$ cat src/rtl/sap1_pkg.sv
// Shared opcodes, T-state encodings and control-word layout for the SAP-1 controller.
// Optional build macro SAP1_VARIABLE_CYCLE_EN is consumed by sap1_ctrl, not here.
package sap1_pkg;

  localparam logic [3:0] OP_LDA = 4'h0;
  localparam logic [3:0] OP_ADD = 4'h1;
  localparam logic [3:0] OP_SUB = 4'h2;
  localparam logic [3:0] OP_OUT = 4'hE;
  localparam logic [3:0] OP_HLT = 4'hF;

  typedef enum logic [5:0] {
    T1 = 6'b000001,
    T2 = 6'b000010,
    T3 = 6'b000100,
    T4 = 6'b001000,
    T5 = 6'b010000,
    T6 = 6'b100000
  } tstate_e;

  typedef struct packed {
    logic pc_en;
    logic pc_incr;
    logic mar_load;
    logic ir_load;
    logic ir_enable;
    logic mem_en;
    logic a_load;
    logic a_enable;
    logic b_load;
    logic alu_enable;
    logic alu_sub;
    logic o_load;
  } ctrl_word_t;

  // Raw decode for one T-state; alu_sub is driven separately as a mode pin.
  function automatic ctrl_word_t decode(tstate_e t, logic [3:0] op);
    ctrl_word_t cw;
    logic       is_mem_op;
    logic       is_alu_op;
    cw        = '0;
    is_alu_op = (op == OP_ADD) || (op == OP_SUB);
    is_mem_op = (op == OP_LDA) || is_alu_op;
    unique case (t)
      T1: begin
        cw.pc_en    = 1'b1;
        cw.mar_load = 1'b1;
      end
      T2: cw.pc_incr = 1'b1;
      T3: begin
        cw.mem_en  = 1'b1;
        cw.ir_load = 1'b1;
      end
      T4: begin
        if (is_mem_op) begin
          cw.ir_enable = 1'b1;
          cw.mar_load  = 1'b1;
        end else if (op == OP_OUT) begin
          cw.a_enable = 1'b1;
          cw.o_load   = 1'b1;
        end
      end
      T5: begin
        if (op == OP_LDA) begin
          cw.mem_en = 1'b1;
          cw.a_load = 1'b1;
        end else if (is_alu_op) begin
          cw.mem_en = 1'b1;
          cw.b_load = 1'b1;
        end
      end
      T6: begin
        if (is_alu_op) begin
          cw.alu_enable = 1'b1;
          cw.a_load     = 1'b1;
        end
      end
      default: cw = '0;
    endcase
    return cw;
  endfunction

endpackage

$ cat src/rtl/sap1_step_gen.sv
// Run/single-step qualifier: turns the front-panel step level into a one-cycle
// pulse and produces the per-cycle advance enable.
module sap1_step_gen (
  input  logic clk,
  input  logic rst_n,
  input  logic run,
  input  logic step,
  input  logic halted,
  output logic advance
);

  logic step_q;

  always_ff @(negedge clk or negedge rst_n) begin
    if (!rst_n) begin
      step_q <= 1'b0;
    end else begin
      step_q <= step;
    end
  end

  // run dominates, so a step edge coinciding with run rising still yields one advance.
  assign advance = ~halted & (run | (step & ~step_q));

endmodule

$ cat src/rtl/sap1_ctrl.sv
// SAP-1 T-state sequencer and instruction decoder; state changes on the falling clock edge.
// Define SAP1_VARIABLE_CYCLE_EN to end LDA/OUT/NOP instructions early.
module sap1_ctrl
  import sap1_pkg::*;
#(
  parameter int unsigned NUM_T = 6,
  parameter int unsigned CNT_W = 8
) (
  input  logic             clk,
  input  logic             fp_clear_n,
  input  logic [3:0]       opcode,
  input  logic             run,
  input  logic             step,
  output logic             pc_en,
  output logic             pc_incr,
  output logic             mar_load,
  output logic             ir_load,
  output logic             ir_enable,
  output logic             mem_en,
  output logic             a_load,
  output logic             a_enable,
  output logic             b_load,
  output logic             alu_enable,
  output logic             alu_sub,
  output logic             o_load,
  output logic [5:0]       tstate,
  output logic             halted,
  output logic             illegal_op,
  output logic [CNT_W-1:0] instr_count
);

  if (NUM_T != 6) begin : g_bad_num_t
    $error("sap1_ctrl: NUM_T must be 6");
  end

  tstate_e          t_q, t_d;
  logic             halted_q, halted_d;
  logic             illegal_q, illegal_d;
  logic [CNT_W-1:0] cnt_q, cnt_d;
  logic             advance;
  logic             is_defined;
  logic             last_t;
  ctrl_word_t       cw_raw;
  ctrl_word_t       cw_out;

  sap1_step_gen u_step_gen (
    .clk     (clk),
    .rst_n   (fp_clear_n),
    .run     (run),
    .step    (step),
    .halted  (halted_q),
    .advance (advance)
  );

  always_comb begin
    is_defined = (opcode == OP_LDA) || (opcode == OP_ADD) || (opcode == OP_SUB) ||
                 (opcode == OP_OUT) || (opcode == OP_HLT);
`ifdef SAP1_VARIABLE_CYCLE_EN
    last_t = (t_q == T6) ||
             ((t_q == T5) && (opcode == OP_LDA)) ||
             ((t_q == T4) && ((opcode == OP_OUT) || !is_defined));
`else
    last_t = (t_q == T6);
`endif
  end

  always_comb begin
    t_d       = t_q;
    halted_d  = halted_q;
    illegal_d = illegal_q;
    cnt_d     = cnt_q;
    if (advance) begin
      if ((t_q == T4) && (opcode == OP_HLT)) begin
        halted_d = 1'b1;
      end else if (last_t) begin
        t_d   = T1;
        cnt_d = cnt_q + CNT_W'(1);
      end else begin
        unique case (t_q)
          T1:      t_d = T2;
          T2:      t_d = T3;
          T3:      t_d = T4;
          T4:      t_d = T5;
          T5:      t_d = T6;
          default: t_d = T1;
        endcase
      end
      if ((t_q == T4) && !is_defined) begin
        illegal_d = 1'b1;
      end
    end
  end

  always_ff @(negedge clk or negedge fp_clear_n) begin
    if (!fp_clear_n) begin
      t_q       <= T1;
      halted_q  <= 1'b0;
      illegal_q <= 1'b0;
      cnt_q     <= '0;
    end else begin
      t_q       <= t_d;
      halted_q  <= halted_d;
      illegal_q <= illegal_d;
      cnt_q     <= cnt_d;
    end
  end

  // Loads only fire on an advancing cycle so a stalled step cycle cannot repeat them.
  always_comb begin
    cw_raw = decode(t_q, opcode);
    cw_out = (advance && fp_clear_n) ? cw_raw : '0;
    cw_out.alu_sub = fp_clear_n && (opcode == OP_SUB);
  end

  assign {pc_en, pc_incr, mar_load, ir_load, ir_enable, mem_en,
          a_load, a_enable, b_load, alu_enable, alu_sub, o_load} = cw_out;

  assign tstate      = t_q;
  assign halted      = halted_q;
  assign illegal_op  = illegal_q;
  assign instr_count = cnt_q;

endmodule

$ cat config.mk
export PLATFORM = sky130hd
export DESIGN_NAME = sap1_ctrl
export DESIGN_NICKNAME = d
export VERILOG_FILES = /design/src/rtl/sap1_pkg.sv /design/src/rtl/sap1_step_gen.sv /design/src/rtl/sap1_ctrl.sv
export SDC_FILE = /design/constraint.sdc
export NUM_CORES = 1
export LEC_CHECK = 0
export CORE_AREA = 4 4 52 54
export DETAILED_ROUTE_END_ITERATION = 10
export DIE_AREA = 0 0 56 58
export GPL_ROUTABILITY_DRIVEN = 0
export HOLD_SLACK_MARGIN = 0.1
export PLACE_DENSITY = 0.83
export SETUP_SLACK_MARGIN = 0.5
export SLEW_MARGIN = 20
export SYNTH_ARGS = -nofsm -noshare
export SYNTH_HDL_FRONTEND = slang
export SYNTH_SLANG_ARGS = --single-unit
$ cat constraint.sdc
create_clock -name clk -period 6.02 [get_ports clk]
set_clock_uncertainty 0.2 [all_clocks]
set_input_delay 1.505 -clock clk [delete_from_list [all_inputs] [get_ports clk]]
set_output_delay 1.505 -clock clk [all_outputs]
set_load 0.005 [all_outputs]
==> results of run 1 <==
## cell usage after synthesis (2+ instances only)
cell / number
o21ai_0: 2
nor4_1: 2
a21oi_1: 5
xor2_1: 6
o2111ai_1: 2
buf_2: 2
nor2b_1: 2
nand4_1: 3
dfrtn_1: 16
nor3_1: 5
nand3_1: 6
nor4b_1: 2
inv_1: 7
nand2_1: 6
xnor2_1: 3
buf_4: 2
a211oi_1: 3
nor2_1: 12
## through the flow
stage               hold WS [ns]  instance area [sq um]  setup slack, ns  instances
floorplan                  0.214                   1110           -0.378        109
global placement           0.213                   1690           -0.724        198
detailed placement         0.218                   1690           -0.748        198
## kinds of logic after synthesis
logic type | count (synthesis)
flip-flops | 17
AO/OA/AOI/OAI | 18
buffers and inverters | 13
XOR/XNOR | 9
multiplexers | 3
adder cells (fa/ha/maj) | 1
AND/OR/NAND/NOR | 48
==> impl_metrics.ini, run 1 <==
[clocking]
clock_path_buffers = 2
cts.root.buffer_cell = clkbuf_4
numCtsBuffers = 3
cts_sinks = 17
post-cts-setup-buffer-count = 76
cts_max_level = 1
cts_resized = 199
cts_hold_buf = 0

[yosys]
synth_xor_area_share_pct = 7.73
yosys_register_bits = 17
synth_mux_area_share_pct = 3.19
ys_warn_count = 0
synth_top_area_share_pct = 39.3
synth_top_family_by_area = simple AND/OR/NAND/NOR gates
yosysSeqAreaShare_pct = 41.8
synth.distinct_cells = 41
synth_area_leaders = dfrtn_1 39%, xor2_1 5.2%, nor2_1 4.4%, nand3_1 2.9%, dfstp_2 2.6%
async_flop_share_pct = 100
synth_ff_type = dfrtn_1
synthAdderAreaFrac_pct = 1.23
syn_inst = 109
synth_edf_count = 0
post_synth_instance_area_sq_um = 1020
yosysTopAreaCell = dfrtn_1
synth_nets = 118
synth_simple_gate_area_share_pct = 26.9
synth_compound_area_share_pct = 12.6
synth_area_per_cell_sq_um = 9.36

[place]
io_buffers = 35
hpwl_um = 2310

[floorplanning]
start_util_pct = 46.1
fp.dieH_um = 58
placement_rows = 17
ioPinCount = 36
fp.dieW_um = 56

[status]
firstError = [ERROR DPL-0038] Utilization greater than 100%, impossible to legalize
outcome = did not finish
haltStage = clock tree synthesis (4_1_cts)
==> inputs of run 2 (changes only) <==
--- a/config.mk
+++ b/config.mk
@@ -5,13 +5,11 @@
 export SDC_FILE = /design/constraint.sdc
 export NUM_CORES = 1
 export LEC_CHECK = 0
-export CORE_AREA = 4 4 52 54
+export CORE_AREA = 4 4 65 67
 export DETAILED_ROUTE_END_ITERATION = 10
-export DIE_AREA = 0 0 56 58
+export DIE_AREA = 0 0 69 71
 export GPL_ROUTABILITY_DRIVEN = 0
-export HOLD_SLACK_MARGIN = 0.1
-export PLACE_DENSITY = 0.83
-export SETUP_SLACK_MARGIN = 0.5
+export PLACE_DENSITY_LB_ADDON = 0.15
 export SLEW_MARGIN = 20
 export SYNTH_ARGS = -nofsm -noshare
 export SYNTH_HDL_FRONTEND = slang
==> impl_metrics.ini, run 2 <==
[finish]
fin_cells = 245
multi_input_area_sq_um = 647
diodes = 0
area.sequential_sq_um = 427
drive_gt1_share_pct = 48.2
area_growth_pct = 93.1
layout.nets = 207
num-fill-cells = 356
largest_reg_flops = 8
final_common_cell = buf_4
mostFrequentLayoutCells = 42 x buf_4, 18 x clkdlybuf4s50_1, 16 x dfrtn_1

[route]
routed_wl_um = 3290
first_pass_iters = 4
viasPerCell = 4.64
wl_per_cell_um = 13.4
vias = 1138
detail_route.iter0.violations = 76
drc = 0
ant_nets = 0

[power_and_ir_drop]
ir_worst_vdd_v = 0.0000650
powerDensity_nw_per_um2 = 112
power_mw = 0.221
p_leak_nw = 0.926

[clocking]
cts_hold_buf = 0
cts_sinks = 17
cts_tree = yes
cts.clk_slew.worst_paths_ns = 0.05
cts.root.buffer_cell = clkbuf_8
numCtsBuffers = 3
clock_path_buffers = 2
clk_latency_ns = 0.31
cts_max_level = 1

[status]
outcome = complete, but fails checks
violations = setup timing

[sta]
worstMarginPinSlew_ns = 0.450
relSlewSlack_pct = 69.9
timing.final.ws_setup_ns = -0.614
setup_viol = 11
timing.final.hold_violations = 0
slew_viol_final = 0
rsz0062_at_grt = true

[yosys]
yosysTopAreaCell = dfrtn_1
synth_ff_type = dfrtn_1
synth_common_cells = 16 x dfrtn_1, 12 x nor2_1, 7 x inv_1
yosys_register_bits = 17
yosysMostFrequentCell = dfrtn_1
synth_area_leaders = dfrtn_1 39%, xor2_1 5.2%, nor2_1 4.4%, nand3_1 2.9%, dfstp_2 2.6%
syn_inst = 109
synth_nets = 118
synth_edf_count = 0
synth_top_area_share_pct = 39.3
ys_warn_count = 0
post_synth_instance_area_sq_um = 1020
synth.distinct_cells = 41
synth_area_per_cell_sq_um = 9.36
async_flop_share_pct = 100
yosysSeqAreaShare_pct = 41.8

[floorplanning]
ioPinCount = 36
fp.dieH_um = 71
fp.dieW_um = 69
placement_rows = 22
start_util_pct = 28.1
coreArea_sq_um = 3630
die_area_sq_um = 4900

[setup_path]
slowest_delay_ns = 0.56
criticalPathCategory = reg -> out
critical-path-top-delay-family = simple AND/OR/NAND/NOR gates
worstPathBufferInverterCount = 2
arrival_ns = 4.93
cp-start-kind = flop
cp-end-kind = primary output
path_max_fanout = 2
crit_required_ns = 4.32
path_cells = or4_4, or3b_4, buf_6, a21oi_2, buf_2
cp_slowest_cell = or4_4

[place]
placedCellCount = 221
hpwl_um = 2320
io_buffers = 35

[run]
maxCapViolCount = 0

[global_routing]
grt_pass1_wl_um = 5430
grt_usage_pct = 13.6
grt_max_degree = 22
antenna_found_initial = 0
gr-total-overflow = 0
grt_pass1_vias = 1189

[hold_path]
hold_path_class = reg -> reg
[run 2: cell counts after synthesis]
Identical to the previous run, type by type.
[run 2: metal layers]
metal,GRT usage (%),share of wire (%)
met3,3.55,5.6
met4,5.42,1.0
met1,15.7,43
met2,23.9,51
met5,0,0
[run 2: final cells by class]
| type | count | share of cell area (%) |
|---|---|---|
| well taps | 48 | 3.05 |
| multi-input cells | 79 | 32.8 |
| clock buffers | 3 | 2.10 |
| inverters | 6 | 1.14 |
| clock inverters | 2 | 0.445 |
| flip-flops and latches | 17 | 21.7 |
| repair buffers | 90 | 38.8 |
[run 2: path summary, 6_finish.rpt]
kind,startpoint,endpoint,slack [ns],cells past startpoint
worst max-delay path,tstate[1]$_DFFE_NN0P_,mem_en,-0.61,5
worst min-delay path,illegal_op$_DFFE_NN0P_,illegal_op$_DFFE_NN0P_,0.22,1
worst max register to register,tstate[2]$_DFFE_NN0P_,instr_count[2]$_DFFE_NN0P_,3.85,9
worst min register to register,illegal_op$_DFFE_NN0P_,illegal_op$_DFFE_NN0P_,0.22,1
max in group asynchronous,fp_clear_n,tstate[0]$_DFFE_NN1P_,0.98,2
min in group asynchronous,fp_clear_n,instr_count[5]$_DFFE_NN0P_,4.29,2
[run 2: power breakdown]
group | internal, mW | switching, mW
clock | 0.0463 | 0.0391
combinational | 0.0104 | 0.00937
sequential | 0.115 | 0.000258
total | 0.172 | 0.0487
[run 2: per-stage QoR]
| step | hold slack [ns] | setup slack, ns | utilization (%) | TNS, ns | instance area [sq um] |
|---|---|---|---|---|---|
| after floorplan | 0.225 | -0.378 | - | -1.65 | 1050 |
| after global routing | 0.237 | -0.694 | 54.2 | -5.61 | 1970 |
| after CTS | 0.226 | -0.711 | 52.1 | -5.57 | 1890 |
| after global placement | 0.221 | -0.727 | 46.2 | -9.12 | 1680 |
| after detailed placement | 0.221 | -0.737 | 46.2 | -9.75 | 1680 |
| final | 0.221 | -0.614 | 54.2 | -4.77 | 1970 |
[run 2: cells by family (layout without fill, tap and decap cells)]
| logic type | after synthesis | after routing | share of synthesized area, % |
|---|---|---|---|
| AOI/OAI and AO/OA | 18 | 18 | 12.6 |
| muxes | 3 | 3 | 3.19 |
| DFF | 17 | 17 | 41.8 |
| adders and majority gates | 1 | 1 | 1.23 |
| xor gates and xnor gates | 9 | 9 | 7.73 |
| and+or+nand+nor | 48 | 48 | 26.9 |
| buffers and inverters | 13 | 101 | 6.50 |
[run 2: timing repair]
| action | in CTS | in global routing |
|---|---|---|
| resized for setup | 75 | 7 |
| endpoints found under the hold margin | 0 | 0 |
| pin swaps | 13 | 12 |
| buffers inserted | 14 | 7 |
| endpoints found under the setup margin | 20 | 14 |
| gates cloned | 0 | 0 |
Power figures use the tool's default switching activity.
==> inputs of run 3 (changes only) <==
--- a/config.mk
+++ b/config.mk
@@ -6,6 +6,7 @@
 export NUM_CORES = 1
 export LEC_CHECK = 0
 export CORE_AREA = 4 4 65 67
+export CTS_CLUSTER_DIAMETER = 120
 export DETAILED_ROUTE_END_ITERATION = 10
 export DIE_AREA = 0 0 69 71
 export GPL_ROUTABILITY_DRIVEN = 0
==> results of run 3 <==
Same layout as run 2: the final DEF is identical, and so are final timing and power.
